$ cat src/rtl/cla_seq_pkg.sv
// Shared types and constants for the time-shared CLA add/subtract sequencer.
// Holds the FSM state encoding, the adder slice width and saturation patterns.
package cla_seq_pkg;

   typedef enum logic [1:0] {
      IDLE = 2'd0,
      RUN  = 2'd1,
      DONE = 2'd2
   } seq_state_e;

   localparam int SLICE_WIDTH = 16;
   localparam int SAT_MAXW    = 1024;

   // Most positive (neg=0) or most negative (neg=1) signed value of width w,
   // zero-extended to SAT_MAXW; callers truncate to their own width.
   function automatic logic [SAT_MAXW-1:0] sat_val(input logic neg, input int w);
      logic [SAT_MAXW-1:0] v;
      v = '0;
      for (int i = 0; i < SAT_MAXW; i++) begin
         if (i < w - 1)
            v[i] = ~neg;
         else if (i == w - 1)
            v[i] = neg;
      end
      return v;
   endfunction

endpackage

$ cat src/rtl/multilevel_cla.sv
// 16-bit two-level carry-lookahead adder: 4-bit groups with group generate/propagate,
// a group-level carry network, then bit carries inside each group. Purely combinational.
module multilevel_cla
   import cla_seq_pkg::*;
(
   input  logic [SLICE_WIDTH-1:0] a,
   input  logic [SLICE_WIDTH-1:0] b,
   input  logic                   cin,
   output logic [SLICE_WIDTH-1:0] sum,
   output logic                   cout
);

   localparam int NG = SLICE_WIDTH / 4;

   logic [SLICE_WIDTH-1:0] g, p, c;
   logic [NG-1:0]          gg, gp;
   logic [NG:0]            gc;

   assign g = a & b;
   assign p = a ^ b;

   always_comb begin
      c  = '0;
      gg = '0;
      gp = '0;
      gc = '0;
      for (int k = 0; k < NG; k++) begin
         gp[k] = &p[k*4 +: 4];
         gg[k] = g[k*4+3] | (p[k*4+3] & g[k*4+2]) | ((&p[k*4+2 +: 2]) & g[k*4+1])
               | ((&p[k*4+1 +: 3]) & g[k*4]);
      end
      gc[0] = cin;
      for (int k = 0; k < NG; k++)
         gc[k+1] = gg[k] | (gp[k] & gc[k]);
      // Bit carries within each group start from the lookahead group carry.
      for (int k = 0; k < NG; k++) begin
         c[k*4] = gc[k];
         for (int j = 0; j < 3; j++)
            c[k*4+j+1] = g[k*4+j] | (p[k*4+j] & c[k*4+j]);
      end
   end

   assign sum  = p ^ c;
   assign cout = gc[NG];

endmodule

$ cat src/rtl/cla_add_sequencer.sv
// Wide add/subtract that walks one shared 16-bit CLA slice across the operands, LSB first.
// Optional saturation on signed overflow when CLA_SEQ_SAT_EN is defined (adds in_sat port).
module cla_add_sequencer
   import cla_seq_pkg::*;
#(
   parameter int OP_WIDTH = 64
) (
   input  logic                clk,
   input  logic                rst,
   input  logic                in_valid,
   output logic                in_ready,
   input  logic [OP_WIDTH-1:0] in_a,
   input  logic [OP_WIDTH-1:0] in_b,
   input  logic                in_sub,
`ifdef CLA_SEQ_SAT_EN
   input  logic                in_sat,
`endif
   output logic                out_valid,
   input  logic                out_ready,
   output logic [OP_WIDTH-1:0] out_sum,
   output logic                out_cout,
   output logic                out_ovf
);

   localparam int NSLICE = OP_WIDTH / SLICE_WIDTH;
   localparam int IDXW   = (NSLICE > 1) ? $clog2(NSLICE) : 1;
   localparam logic [IDXW-1:0] LAST_IDX = IDXW'(NSLICE - 1);

   seq_state_e state, state_nxt;

   logic [NSLICE-1:0][SLICE_WIDTH-1:0] a_reg, b_reg, sum_reg;
   logic [IDXW-1:0]                    idx;
   logic                               carry;
   logic [SLICE_WIDTH-1:0]             cla_sum;
   logic                               cla_cout;
   logic                               last, a_msb, b_msb, ovf_nxt;
`ifdef CLA_SEQ_SAT_EN
   logic                               sat_reg;
`endif

   multilevel_cla u_cla (
      .a    (a_reg[idx]),
      .b    (b_reg[idx]),
      .cin  (carry),
      .sum  (cla_sum),
      .cout (cla_cout)
   );

   assign last    = (idx == LAST_IDX);
   assign a_msb   = a_reg[NSLICE-1][SLICE_WIDTH-1];
   assign b_msb   = b_reg[NSLICE-1][SLICE_WIDTH-1];
   assign ovf_nxt = (a_msb == b_msb) && (cla_sum[SLICE_WIDTH-1] != a_msb);
   assign out_sum = sum_reg;

   always_ff @(posedge clk) begin
      if (rst)
         state <= IDLE;
      else
         state <= state_nxt;
   end

   always_comb begin
      state_nxt = state;
      in_ready  = 1'b0;
      out_valid = 1'b0;
      case (state)
         IDLE: begin
            in_ready = 1'b1;
            if (in_valid)
               state_nxt = RUN;
         end
         RUN: begin
            if (last)
               state_nxt = DONE;
         end
         DONE: begin
            out_valid = 1'b1;
            if (out_ready)
               state_nxt = IDLE;
         end
         default: state_nxt = IDLE;
      endcase
   end

   // Subtraction is A + ~B + 1: B is inverted at capture and the +1 rides in as carry-in.
   always_ff @(posedge clk) begin
      if (rst) begin
         a_reg    <= '0;
         b_reg    <= '0;
         sum_reg  <= '0;
         idx      <= '0;
         carry    <= 1'b0;
         out_cout <= 1'b0;
         out_ovf  <= 1'b0;
`ifdef CLA_SEQ_SAT_EN
         sat_reg  <= 1'b0;
`endif
      end else begin
         case (state)
            IDLE: begin
               if (in_valid) begin
                  a_reg <= in_a;
                  b_reg <= in_sub ? ~in_b : in_b;
                  carry <= in_sub;
                  idx   <= '0;
`ifdef CLA_SEQ_SAT_EN
                  sat_reg <= in_sat;
`endif
               end
            end
            RUN: begin
               sum_reg[idx] <= cla_sum;
               carry        <= cla_cout;
               idx          <= idx + 1'b1;
               if (last) begin
                  out_cout <= cla_cout;
                  out_ovf  <= ovf_nxt;
`ifdef CLA_SEQ_SAT_EN
                  if (sat_reg && ovf_nxt)
                     sum_reg <= OP_WIDTH'(sat_val(a_msb, OP_WIDTH));
`endif
               end
            end
            default: ;
         endcase
      end
   end

endmodule

$ cat config.mk
export PLATFORM = sky130hd
export DESIGN_NAME = cla_add_sequencer
export DESIGN_NICKNAME = d
export VERILOG_FILES = /design/src/rtl/cla_seq_pkg.sv /design/src/rtl/multilevel_cla.sv /design/src/rtl/cla_add_sequencer.sv
export SDC_FILE = /design/constraint.sdc
export NUM_CORES = 1
export LEC_CHECK = 0
export ABC_AREA = 1
export BUFFER_PORTS_ARGS = -buffer_cell sky130_fd_sc_hd__buf_2
export CAP_MARGIN = 10
export CORE_ASPECT_RATIO = 0.75
export CORE_MARGIN = 2
export CORE_UTILIZATION = 50
export DETAILED_ROUTE_END_ITERATION = 12
export PLACE_DENSITY = 0.79
export SYNTH_ARGS = -nofsm -noshare
export SYNTH_HDL_FRONTEND = slang
export SYNTH_SLANG_ARGS = --single-unit
$ cat constraint.sdc
create_clock -name clk -period 7.75 [get_ports clk]
set_clock_uncertainty 0.2 [all_clocks]
set_input_delay 1.1625 -clock clk [delete_from_list [all_inputs] [get_ports clk]]
set_output_delay 1.1625 -clock clk [all_outputs]
set_load 0.03 [all_outputs]
; ---- Word-level counts from Yosys, hierarchy flattened
; Index checks and enable logic that the tools add are counted.
[totals]
word_cells = 126
in_bits = 133
ff_bits = 199
[op_classes]
magnitude_cmp = 2
muxes = 18
reduce_logical = 20
n_addsub = 1
n_bitwise = 60
n_eq_ne = 8
[ops]
columns = operator, count
row1 = $bmux W16 S2, 2
row2 = $bwmux W64, 1
row3 = $mux W64, 1
row4 = $not A64 Y64, 1
row5 = $mux W16, 3
row6 = $demux W16 S2, 1
row7 = $xor A16 B16 Y16, 2
row8 = $and A1 B1 Y1, 28
row9 = $or A1 B1 Y1, 28
row10 = $and A16 B16 Y16, 1
row11 = $reduce_and A4 Y1, 4
row12 = $reduce_and A3 Y1, 5
row13 = $reduce_and A2 Y1, 7
row14 = $mux W2, 4
row15 = $ne A2 B2 Y1 const B, 3
row16 = $pmux W2 S3, 1
row17 = $eq A2 B2 Y1 const B, 2
row18 = $pmux W2 S2, 1
row19 = $lt A2 B3 Y1 const B, 1
row20 = $mux W1, 3
row21 = $add A2 B1 Y2 const B, 1
row22 = $eq A2 B1 Y1 const B, 1
row23 = $ge A2 B1 Y1 const B, 1
row24 = $logic_and A1 B1 Y1, 2
row25 = other kinds (5), 5

; ---- Logic depth before layout (Yosys ltp)
; Gate-level depths: netlist of run 1.
[depth]
ltp_word = 21
depth_mapped = 23

; ---- Hierarchy
; Synthesis of run 1 repeated with hierarchy kept, for this count alone.
[hier_totals]
hier_cells = 1291
hier_area_um2 = 9372.7
[by_module_without_submodules]
columns = module, seq_area_each_um2, cells_each, area_each_um2, n_inst
row1 = cla_add_sequencer, 3983.8, 1206, 8659.6, 1
row2 = multilevel_cla, 0.0, 85, 713.2, 1

; ---- Worst setup path before layout of run 1
; Ideal clock, no wire load.
[synth_path]
path_type = reg2reg
startpoint = register idx[0]
endpoint = register out_ovf
arrival_ps = 3861
path_slack_ps = 3574
period_less_slack_ps = 4176
n_path_buf = 3
path_stages_with_launch = 22
cell_sequence = dfxtp_1 -> buf_2 -> buf_2 -> clkbuf_1 -> nor2_1 -> o22ai_1 -> ha_1 -> nand3_1 -> nor2_1 -> nor2_1 -> nand2_1 -> nand2_1 -> nand2_1 -> fa_1 -> fa_1 -> fa_1 -> xor2_1 -> inv_1 -> a31oi_1 -> o31ai_1 -> o211ai_1 -> inv_2
[synth_via]
elab_chain_len = 21
[synth_lines]
columns = item, line
row1 = from (decl), cla_add_sequencer.sv:32  ; logic [IDXW-1:0] idx;
row2 = from (signal assigned), cla_add_sequencer.sv:114  ; idx <= idx + 1'b1;
row3 = "$bmux W16 S2, on equally long branches", "cla_add_sequencer.sv:42, cla_add_sequencer.sv:43"
row4 = "$mux W16, on equally long branches", "cla_add_sequencer.sv:42, cla_add_sequencer.sv:43"
row5 = $xor A16 B16 Y16 / $and A16 B16 Y16 (equally long branches), "multilevel_cla.sv:20, multilevel_cla.sv:19"
row6 = $and A1 B1 Y1 / $reduce_and A2 Y1 (equally long branches), multilevel_cla.sv:29  ; gg[k] = g[k*4+3] | (p[k*4+3] & g[k*4+2]) | ((&p[k*4+2 +: 2]) & g[k*4+1])
row7 = $or A1 B1 Y1 / $and A1 B1 Y1 (equally long branches), multilevel_cla.sv:29
row8 = $or A1 B1 Y1, multilevel_cla.sv:29
row9 = $or A1 B1 Y1, multilevel_cla.sv:30  ; | ((&p[k*4+1 +: 3]) & g[k*4]);
row10 = $or A1 B1 Y1, multilevel_cla.sv:34  ; gc[k+1] = gg[k] | (gp[k] & gc[k]);
row11 = [5 not listed], n/a
row12 = $or A1 B1 Y1, multilevel_cla.sv:39  ; c[k*4+j+1] = g[k*4+j] | (p[k*4+j] & c[k*4+j]);
row13 = $and A1 B1 Y1, multilevel_cla.sv:39
row14 = $or A1 B1 Y1, multilevel_cla.sv:39
row15 = $and A1 B1 Y1, multilevel_cla.sv:39
row16 = $or A1 B1 Y1, multilevel_cla.sv:39
row17 = $xor A16 B16 Y16, multilevel_cla.sv:43  ; assign sum = p ^ c;
row18 = $ne A1 B1 Y1, cla_add_sequencer.sv:52  ; assign ovf_nxt = (a_msb == b_msb) && (cla_sum[SLICE_WIDTH-1] != a_msb);
row19 = $logic_and A1 B1 Y1, cla_add_sequencer.sv:52
row20 = to (signal assigned), cla_add_sequencer.sv:117  ; out_ovf <= ovf_nxt;
row21 = to (decl), cla_add_sequencer.sv:22  ; output logic out_ovf
; Several ways; a longest one is shown, not always the timed one. The select of a mux whose other input is x is not followed.
; A chain may end at the register's enable or synchronous reset.

; ---- Worst setup path after layout of run 1
[layout_path]
startpoint = register idx[1]
endpoint = register out_ovf
; Same word-level chain as after synthesis.

==> summary.txt, run 1 <==
Outcome
  – Status: complete, no violations

Hold path
  – Kind of path behind the tightest hold check: reg -> reg
  – Hold path start: b_reg[0]
  – Hold depth: 2
  – Hold Crit Endpoint: b_reg[0]

Timing
  – Max_slew headroom: between 20% and 30%
  – Final Cycle Share: between 70% and 80%
  – Final WS setup: 2.297 ns
  – Fin crit period: approximately 5.5 ns
  – Worst Tran Pin Value: 1.143 ns
  – Setup Viol. Count Final: 0
  – Fmax: 183.4 MHz
  – Fin Hold WS: ~0.26 ns
  – Max-slew violations: 0
  – Sum Neg Setup Slack: 0 ns
  – RSZ-0062 raised after global routing: no
  – Final hold vios: 0

Logic synthesis
  – Ys async rst share: 0%
  – Syn avg cell area: between 7 and 8 sq um
  – Synth Register Bits: a little under 200
  – Synth warn: 0
  – Most numerous cell in the Yosys netlist: nor2_1
  – Synth top area cells: dfxtp_1 (44%), nor2_1 (11%), o21ai_0 (8.3%)
  – Main synth FF type: dfxtp_1
  – Syn_nets: 1311
  – Post-synthesis sequential area ratio: between 40% and 50%
  – Synth cell count leaders: nor2_1 (274), dfxtp_1 (199), o21ai_0 (151), nand2_1 (113), a21oi_1 (71)
  – Post-Syn Instances: roughly 1100
  – Top cell type's share of synthesized area: roughly 44%
  – Post-synthesis cell area: between 9000 and 10000 sq um
  – Cell taking the most area after synthesis: dfxtp_1
  – Number of synthesized flops with an enable pin: 0
  – Library cells used by synthesis: 32

Die
  – Die area: roughly 19000 sq um
  – Rows: 42
  – Initial Utilization: approximately half
  – Std-Cell Core Area: about 18000 sq um
  – Die width: about 160 um
  – Die H: roughly 120 um
  – Ports: approximately 200

Clock network
  – Postcts setup bufs: 0
  – H-tree levels: 4
  – Clock transition at path regs: around 0.070 ns
  – CTS Buffer Depth: 2
  – Cts bufs inserted: 17
  – Clk Latency, worst-skew pair: roughly 0.44 ns
  – CTS tree: yes
  – CTS resizes: 0
  – Clock Sinks: between 150 and 200
  – CTS Hold Buffers Added: 0
  – CTS root buf: clkbuf_16

Setup path
  – FF-to-FF End: out_ovf
  – Data arrival time of the worst path: 5.59 ns
  – Most used cell, CP: nand2_1
  – CP peak stage delay: 0.91 ns
  – CP top delay family: adder cells
  – CP endpoint kind: register
  – CP cell instances: inv_1 -> a21oi_1 -> a32oi_1 -> ha_1 -> nand2_1 -> nand2_1 -> nand2_1 -> nand2_1 -> nand2_1 -> nand2_1 -> nand2_1 -> nand2_1 -> fa_1 -> fa_1 -> fa_1 -> xor2_1 -> inv_1 -> a31oi_1 -> o31ai_1 -> o211ai_1 -> inv_2
  – Slowest CP cell: dfxtp_1
  – CP Buf/Inv Count: 3
  – Critical path launch point type: register
  – Worst Path Required: between 7 and 8 ns
  – Reg2reg start: idx[1]
  – Reg2reg setup slack: between 2 and 2.5 ns
  – Max FO, Critical Path: 40
  – Cells on worst reg2reg path: 21
  – Crit Path Class: reg -> reg

Drt
  – Post-DRT Antenna Nets: 0
  – Final wirelength: ~25 mm
  – Via count: 8299
  – DR vias/cell: ~5.4
  – Starting DRT DRC Count: 1063
  – Drc violations: 0
  – First-pass iteration count of the detailed router: 6
  – Wire per inst: around 16 um

Cells and area
  – Area grow syn2layout: 16.15%
  – Combined area of the multi-input logic cells: between 4000 and 5000 sq um
  – Reg area: about 4000 sq um
  – # nets final: between 1000 and 1500
  – Share of layout cells above drive strength 1: between 20% and 30%
  – # diodes: 0
  – Largest register FFs: 64
  – Fill cells: about 1600
  – Core Util, Final: just under 60%

Global routing
  – Grt ovf: 0
  – Total GRT Usage: between 20% and 30%
  – Initial antenna violation count: 0
  – First-pass GRT wire length: approximately 40 mm
  – Largest net degree at the start of global routing: 107
  – Vias in the first global route: between 7000 and 8000

Placed design
  – Dpl ws: ~2.4 ns
  – DP Wirelength: 17.99 mm
  – Routability cong.: approximately 0.95
  – IO buf count: 200

Power
  – Worst VDD drop: 0.1278 mV
  – P_leak: approximately 4.5 nW
  – Power Density: between 200 and 250 nW/um^2

Run
  – Max-cap check violation count: 0
## kinds of logic (layout without fill, tap and decap cells)
group,Yosys count,count (layout),synth area share (%)
simple gates,398,398,16.85
compound gates,319,319,20.61
flops,199,199,43.84
buf+inv,130,279,6.747
xor+xnor,68,68,6.554
fa+ha+maj,32,32,5.397
## per-stage QoR
stage | cells | total power [mW] | instance area (sq um)
6_report | 1537 | 2.598 | 10560
5_1_grt | 1537 | 2.707 | 10560
4_1_cts | 1536 | 2.590 | 10540
3_5_place_dp | 1504 | 1.758 | 9975
3_3_place_gp | 1504 | 1.749 | 9975
2_1_floorplan | 1146 | 1.553 | 9087
## tightest hold or removal path: stages (launching register included)
cell,delay (ns)
dfxtp_1,0.30
inv_1,0.06
a21oi_1,0.06
## cells in the final DEF (no fill, tap or decap), drive strengths merged, types with 6 or more instances in the layout
cell type / n
nor2: 277
buf: 205
dfxtp: 199
o21ai: 151
nand2: 114
a21oi: 71
xnor2: 63
a211oi: 61
inv: 50
o22ai: 26
ha: 20
clkbuf: 18
fa: 12
a32oi: 6
## layout make-up
type / instances / share of cell area, %
Multi-Input combinational cell: 817 / 42.54
Tap cell: 242 / 2.869
Clock buffer: 18 / 4.066
Sequential cell: 199 / 37.75
Inverter: 42 / 1.517
Clock inverter: 14 / 1.245
Timing Repair Buffer: 205 / 10.00
## worst max-delay path by stage
stage / start / end / cells after the start
floorplan: idx[0] / out_ovf / 21
global placement: idx[1] / out_ovf / 21
detailed placement: idx[1] / out_ovf / 21
CTS: idx[1] / out_ovf / 21
global route: idx[1] / out_ovf / 21
finish: idx[1] / out_ovf / 21
## metal layers
layer	vias up	global-route usage, %	part of all wire (%)
met5	-	0	0
met1	3779	38.65	47
met3	46	6.621	9.5
li1	4073	-	-
met2	401	37.15	41
met4	0	8.580	2.6
## power breakdown
part           leakage, nW  internal, mW  switching [mW]  total [mW]
clock                0.277         0.427           0.422       0.849
sequential            1.64          1.10          0.0529        1.15
combinational         2.62         0.201           0.396       0.597
Note: power is estimated with default switching activity, not from simulation.
==> inputs of run 2 (changes only) <==
==> constraint.sdc (replaced) <==
create_clock -name clk -period 5.16 [get_ports clk]
set_clock_uncertainty 0.2 [all_clocks]
set_input_delay 0.774 -clock clk [delete_from_list [all_inputs] [get_ports clk]]
set_output_delay 0.774 -clock clk [all_outputs]
set_load 0.03 [all_outputs]
==> run 2 against run 1 <==
  * Hold slack better by 0.00055 ns
  * Cell count is 0.26% higher
  * Utilization up 0.41 points
  * Sequential share of layout area shrank 0.26 points
  * Clock-buffer cell count unchanged
  * Sequential cell count stayed put
  * Critical endpoint unchanged
==> summary.txt, run 2 (synthesis gave the netlist of run 1 again) <==
Drt
  – First-pass iteration count of the detailed router: 6 (unchanged)
  – Via count: 8201 (was 8299)
  – Starting DRT DRC Count: 887 (was 1063)
  – Drc violations: 0 (unchanged)
  – DR vias/cell: 5.322 (was 5.399)
  – Post-DRT Antenna Nets: 0 (unchanged)
  – Final wirelength: 25.49 mm (was 25.20 mm)
  – Wire per inst: 16.54 um (was 16.39 um)

Timing
  – RSZ-0062 raised after global routing: no (unchanged)
  – Max_slew headroom: 33.42% (was 23.73%)
  – Setup Viol. Count Final: 0 (unchanged)
  – Fin crit period: 4.431 ns (was 5.453 ns)
  – Worst Tran Pin Value: 0.9987 ns (was 1.143 ns)
  – Sum Neg Setup Slack: 0 ns (unchanged)
  – Fmax: 225.7 MHz (was 183.4 MHz)
  – Max-slew violations: 0 (unchanged)
  – Final Cycle Share: 85.87% (was 70.36%)
  – Final WS setup: 0.7290 ns (was 2.297 ns)
  – Final hold vios: 0 (unchanged)

Cells and area
  – Share of layout cells above drive strength 1: 20.55% (was 20.23%)
  – # nets final: 1451 (was 1447)
  – Most frequent cells in the layout: nor2_1 (274), dfxtp_1 (198), buf_2 (198) (unchanged)
  – Most common cell after layout, fill and taps aside: nor2_1 (unchanged)
  – Post-route cell area: 10630 sq um (was 10560 sq um)
  – Largest register FFs: 64 (unchanged)
  – # diodes: 0 (unchanged)
  – Area grow syn2layout: 16.95% (was 16.15%)
  – Reg area: 3985 sq um (unchanged)
  – Combined area of the multi-input logic cells: 4491 sq um (unchanged)
  – Fill cells: 1613 (was 1605)

Global routing
  – Initial antenna violation count: 0 (unchanged)
  – Vias in the first global route: 7410 (was 7405)
  – Largest net degree at the start of global routing: 124 (was 107)
  – Total GRT Usage: 26.61% (was 26.20%)
  – First-pass GRT wire length: 39.88 mm (was 39.44 mm)
  – Grt ovf: 0 (unchanged)

Power
  – Power Total: 3.980 mW (was 2.598 mW)
  – P_leak: 4.560 nW (was 4.530 nW)
  – Worst VDD drop: 0.1618 mV (was 0.1278 mV)
  – Int Power: 2.658 mW (was 1.727 mW)
  – NetSw: 1.322 mW (was 0.8711 mW)
  – Clock Power Share: 34.0% (was 32.7%)
  – Share of total power in combinational logic: 22.5% (was 23.0%)
  – Power Density: 374.4 nW/um^2 (was 246.2 nW/um^2)
  – Switching share of power: 33.22% (was 33.52%)
  – Sequential share of power: 43.5% (was 44.4%)

Setup path
  – Critical path launch point type: register (unchanged)
  – CP Buf/Inv Count: 4 (was 3)
  – Max FO, Critical Path: 43 (was 40)
  – Most used cell, CP: nand2_1 (unchanged)
  – Worst Path Required: 5.35 ns (was 7.89 ns)
  – CP cell instances: clkinv_1 -> buf_4 -> o21ai_0 -> o22ai_1 -> ha_1 -> nand2_1 -> nor2_1 -> nor2_1 -> nand2_1 -> nand2_1 -> nand2_1 -> nand2_1 -> nand2_1 -> fa_1 -> fa_1 -> fa_1 -> xor2_1 -> inv_1 -> a31oi_1 -> o31ai_1 -> o211ai_1 -> inv_2 (was inv_1 -> a21oi_1 -> a32oi_1 -> ha_1 -> nand2_1 -> nand2_1 -> nand2_1 -> nand2_1 -> nand2_1 -> nand2_1 -> nand2_1 -> nand2_1 -> fa_1 -> fa_1 -> fa_1 -> xor2_1 -> inv_1 -> a31oi_1 -> o31ai_1 -> o211ai_1 -> inv_2)
  – CP endpoint kind: register (unchanged)
  – CP top delay family: adder cells (unchanged)
  – Data arrival time of the worst path: 4.62 ns (was 5.59 ns)
  – Slowest CP cell: fa_1 (was dfxtp_1)
  – CP peak stage delay: 0.46 ns (was 0.91 ns)
  – Crit Path Class: reg -> reg (unchanged)

Clock network
  – Clock transition at path regs: 0.08 ns (was 0.07 ns)
  – CTS tree: yes (unchanged)
  – CTS resizes: 0 (unchanged)
  – Clk Latency, worst-skew pair: 0.45 ns (was 0.44 ns)
  – H-tree levels: 4 (unchanged)
  – CTS root buf: clkbuf_16 (unchanged)
  – Postcts setup bufs: 0 (unchanged)
  – CTS Buffer Depth: 2 (unchanged)
  – Clock Sinks: 199 (unchanged)
  – Cts bufs inserted: 17 (unchanged)
  – CTS Hold Buffers Added: 0 (unchanged)

Die
  – Initial Utilization: 51.31% (unchanged)
  – Die area: 19280 sq um (unchanged)
  – Die width: 159.7 um (unchanged)
  – Die H: 120.8 um (unchanged)
  – Ports: 201 (unchanged)
  – Rows: 42 (unchanged)
  – Std-Cell Core Area: 17710 sq um (unchanged)

Outcome
  – Status: complete, no violations (unchanged)

Run
  – Max-cap check violation count: 0 (unchanged)

Hold path
  – Kind of path behind the tightest hold check: reg -> reg (unchanged)

Placed design
  – Routability cong.: 0.9265 (was 0.9528)
  – Area post-placement: 10040 sq um (was 9975 sq um)
  – DP Wirelength: 18.21 mm (was 17.99 mm)
  – Dpl ws: 0.7633 ns (was 2.428 ns)
  – IO buf count: 200 (unchanged)
==> run 2: final cells by class <==
| cell class | count | share of cell area (%) |
|---|---|---|
| Clock buffer | 18 | 4.132 |
| Clock inverter | 14 | 1.425 |
| Inverter | 42 | 1.507 |
| Multi-Input combinational cell | 817 | 42.25 |
| Sequential cell | 199 | 37.50 |
| Tap cell | 242 | 2.849 |
| Timing Repair Buffer | 209 | 10.34 |
==> run 2: through the flow <==
stage          instances  util [%]  hold WS [ns]
2_1_floorplan       1146         -        0.2303
3_3_place_gp        1509     56.68        0.2446
3_5_place_dp        1509     56.68        0.2518
4_1_cts             1541     60.01        0.2638
5_1_grt             1541     60.01        0.2800
6_report            1541     60.01        0.2632
==> run 2: final timing paths <==
kind	startpoint	to	slack, ns	depth (start not counted)
max	idx[0]	out_ovf	0.73	22
min	out_sum[19]	out_sum[19]	0.26	2
min reg2reg	out_sum[19]	out_sum[19]	0.26	2
max reg2reg	idx[0]	out_ovf	0.73	22
==> run 2: tightest hold or removal path, stage by stage (launching register included) <==
cell and delay (ns):
dfxtp_1 0.31, nand2_1 0.06, a21oi_1 0.05
==> run 2: per-layer routing <==
layer / wire (um) / track usage (%) / vias to the layer above / share of wire, %
li1: - / - / 4087 / -
met1: 12160 / 39.65 / 3698 / 48
met2: 10550 / 38.37 / 376 / 41
met3: 2270 / 5.798 / 40 / 8.9
met4: 507 / 7.841 / 0 / 2.0
met5: 0 / 0 / - / 0
==> run 2: power groups by stage <==
stage	Clock (mW)	Sequential, mW	Combinational (mW)
detailed placement	0	1.76	0.877
global placement	0	1.77	0.863
CTS	1.36	1.73	0.884
finish	1.35	1.73	0.895
floorplan	0	1.78	0.555
global route	1.42	1.74	0.975
==> inputs of run 3 (changes only) <==
--- a/config.mk
+++ b/config.mk
@@ -8,11 +8,13 @@
 export ABC_AREA = 1
 export BUFFER_PORTS_ARGS = -buffer_cell sky130_fd_sc_hd__buf_2
 export CAP_MARGIN = 10
+export CELL_PAD_IN_SITES_DETAIL_PLACEMENT = 1
+export CELL_PAD_IN_SITES_GLOBAL_PLACEMENT = 1
 export CORE_ASPECT_RATIO = 0.75
 export CORE_MARGIN = 2
-export CORE_UTILIZATION = 50
+export CORE_UTILIZATION = 40
 export DETAILED_ROUTE_END_ITERATION = 12
-export PLACE_DENSITY = 0.79
+export PLACE_DENSITY = 0.86
 export SYNTH_ARGS = -nofsm -noshare
 export SYNTH_HDL_FRONTEND = slang
 export SYNTH_SLANG_ARGS = --single-unit
==> run 3 against run 2 <==
  * Sequential cell count did not move
  * Via count rose by 1.7%
  * Power rose by 1.3%
  * Largest cell class unchanged
  * Utilization fell by 12 points
  * Register-to-register slack got worse by 0.07 ns
  * Setup slack got worse by 0.066 ns
  * Largest power group unchanged
  * Clock-buffer cell count fell by 1
  * Critical path depth fell by 4
  * Final area rose by 0.76%
  * Wire length rose by 18%
==> summary.txt, run 3 (synthesis gave the netlist of run 1 again) <==
Cells and area
  – Core Util, Final: 48.30% (was 60.01%)
  – Area grow syn2layout: 17.84% (was 16.95%)
  – # nets final: 1452 (was 1451)
  – Most common cell after layout, fill and taps aside: nor2_1 (unchanged)
  – Share of layout cells above drive strength 1: 20.62% (was 20.55%)
  – Largest register FFs: 64 (unchanged)
  – Most frequent cells in the layout: nor2_1 (274), dfxtp_1 (198), buf_2 (198) (unchanged)
  – # diodes: 0 (unchanged)

Setup path
  – Max FO, Critical Path: 38 (was 43)
  – Reg2reg start: idx[0] (unchanged)
  – CP endpoint kind: register (unchanged)
  – FF-to-FF End: out_ovf (unchanged)
  – Data arrival time of the worst path: 4.69 ns (was 4.62 ns)
  – Worst Path Required: 5.35 ns (about the same)
  – Crit Path Class: reg -> reg (unchanged)
  – Critical path launch point type: register (unchanged)
  – Cells on worst reg2reg path: 18 (was 22)
  – Reg2reg setup slack: 0.66 ns (was 0.73 ns)

Clock network
  – CTS root buf: clkbuf_16 (unchanged)
  – Clock Sinks: 199 (unchanged)
  – CTS resizes: 0 (unchanged)
  – CTS Hold Buffers Added: 0 (unchanged)
  – H-tree levels: 4 (unchanged)
  – Clk Latency, worst-skew pair: 0.45 ns (about the same)
  – CTS Buffer Depth: 2 (unchanged)
  – Cts bufs inserted: 17 (unchanged)
  – Clock transition at path regs: 0.07 ns (was 0.08 ns)
  – Postcts setup bufs: 0 (unchanged)
  – CTS tree: yes (unchanged)

Drt
  – Via count: 8340 (was 8201)
  – Drc violations: 0 (unchanged)
  – Post-DRT Antenna Nets: 0 (unchanged)
  – Final wirelength: 30.04 mm (was 25.49 mm)
  – Wire per inst: 18.85 um (was 16.54 um)
  – First-pass iteration count of the detailed router: 5 (was 6)
  – Starting DRT DRC Count: 704 (was 887)
  – DR vias/cell: 5.232 (was 5.322)

Die
  – Rows: 47 (was 42)
  – Die width: 178.0 um (was 159.7 um)
  – Std-Cell Core Area: 22170 sq um (was 17710 sq um)
  – Die area: 23950 sq um (was 19280 sq um)
  – Ports: 201 (unchanged)
  – Die H: 134.5 um (was 120.8 um)
  – Initial Utilization: 40.99% (was 51.31%)

Global routing
  – First-pass GRT wire length: 46.28 mm (was 39.88 mm)
  – Initial antenna violation count: 0 (unchanged)
  – Largest net degree at the start of global routing: 98 (was 124)
  – Grt ovf: 0 (unchanged)
  – Total GRT Usage: 25.29% (was 26.61%)
  – Vias in the first global route: 8409 (was 7410)

Timing
  – Fin Hold WS: 0.2661 ns (was 0.2632 ns)
  – Setup Viol. Count Final: 0 (unchanged)
  – Fin crit period: 4.497 ns (was 4.431 ns)
  – Worst Tran Pin Value: 1.136 ns (was 0.9987 ns)
  – Sum Neg Setup Slack: 0 ns (unchanged)
  – Final Cycle Share: 87.15% (was 85.87%)
  – RSZ-0062 raised after global routing: no (unchanged)
  – Max_slew headroom: 24.25% (was 33.42%)
  – Final hold vios: 0 (unchanged)
  – Fmax: 222.4 MHz (was 225.7 MHz)
  – Max-slew violations: 0 (unchanged)

Run
  – Max-cap check violation count: 0 (unchanged)

Hold path
  – Hold Crit Endpoint: b_reg[10] (was out_sum[19])
  – Hold path start: b_reg[10] (was out_sum[19])
  – Hold depth: 2 (unchanged)
  – Kind of path behind the tightest hold check: reg -> reg (unchanged)

Placed design
  – DP Wirelength: 21.66 mm (was 18.21 mm)
  – IO buf count: 200 (unchanged)
  – Routability cong.: 0.8276 (was 0.9265)

Power
  – Worst VDD drop: 0.2523 mV (was 0.1618 mV)
  – Power Density: 376.4 nW/um^2 (was 374.4 nW/um^2)
  – P_leak: 4.576 nW (was 4.560 nW)

Outcome
  – Status: complete, no violations (unchanged)
==> run 3: worst max-delay path: stages, from the launching register on <==
cell and delay (ns):
dfxtp_2 0.35, buf_4 0.34, o21ai_0 0.18, o22ai_1 0.38, ha_1 0.31, nand3_1 0.11, nor2_1 0.05, nor2_1 0.10
nand2_1 0.10, nand2_1 0.07, nand2_1 0.08, fa_1 0.47, fa_1 0.47, fa_1 0.46, xor2_1 0.17, inv_1 0.13
o31ai_1 0.24, o211ai_1 0.16, inv_2 0.07
==> run 3: final cells by class <==
| class | instances | area (sq um) |
|---|---|---|
| Tap cell | 294 | 367.9 |
| Multi-Input combinational cell | 817 | 4491 |
| Timing Repair Buffer | 210 | 1106 |
| Clock buffer | 17 | 425.4 |
| Inverter | 42 | 160.2 |
| Clock inverter | 15 | 173.9 |
| Fill cell | 2770 | 11460 |
| Sequential cell | 199 | 3985 |
==> run 3: routing by layer <==
metal / GRT usage (%) / wire (um) / vias to the layer above
met2: 39.38 / 13380 / 240
li1: - / - / 4070
met4: 8.561 / 745 / 0
met1: 34.32 / 13840 / 3978
met3: 6.250 / 2076 / 52
met5: 0 / 0 / -
==> run 3: report_power, final <==
part / switching (mW) / internal (mW)
Combinational: 0.625 / 0.307
Sequential: 0.0859 / 1.65
Clock: 0.702 / 0.658
==> run 3: worst max-delay path by stage <==
stage	start	endpoint	cells after the start
after floorplan	idx[0]	out_ovf	21
after global placement	idx[0]	out_ovf	21
after detailed placement	idx[0]	out_ovf	21
after CTS	idx[0]	out_ovf	21
after global routing	idx[0]	out_ovf	21
final	idx[0]	out_ovf	18
==> run 3: stage by stage <==
step | total power, mW | std cells | worst slack [ns] | instance area [sq um]
3_5_place_dp | 2.686 | 1562 | 0.7438 | 10110
6_report | 4.030 | 1594 | 0.6630 | 10710
2_1_floorplan | 2.332 | 1146 | 0.9840 | 9087
5_1_grt | 4.207 | 1594 | 0.3332 | 10710
4_1_cts | 4.038 | 1594 | 0.7238 | 10710
3_3_place_gp | 2.651 | 1562 | 0.9061 | 10110
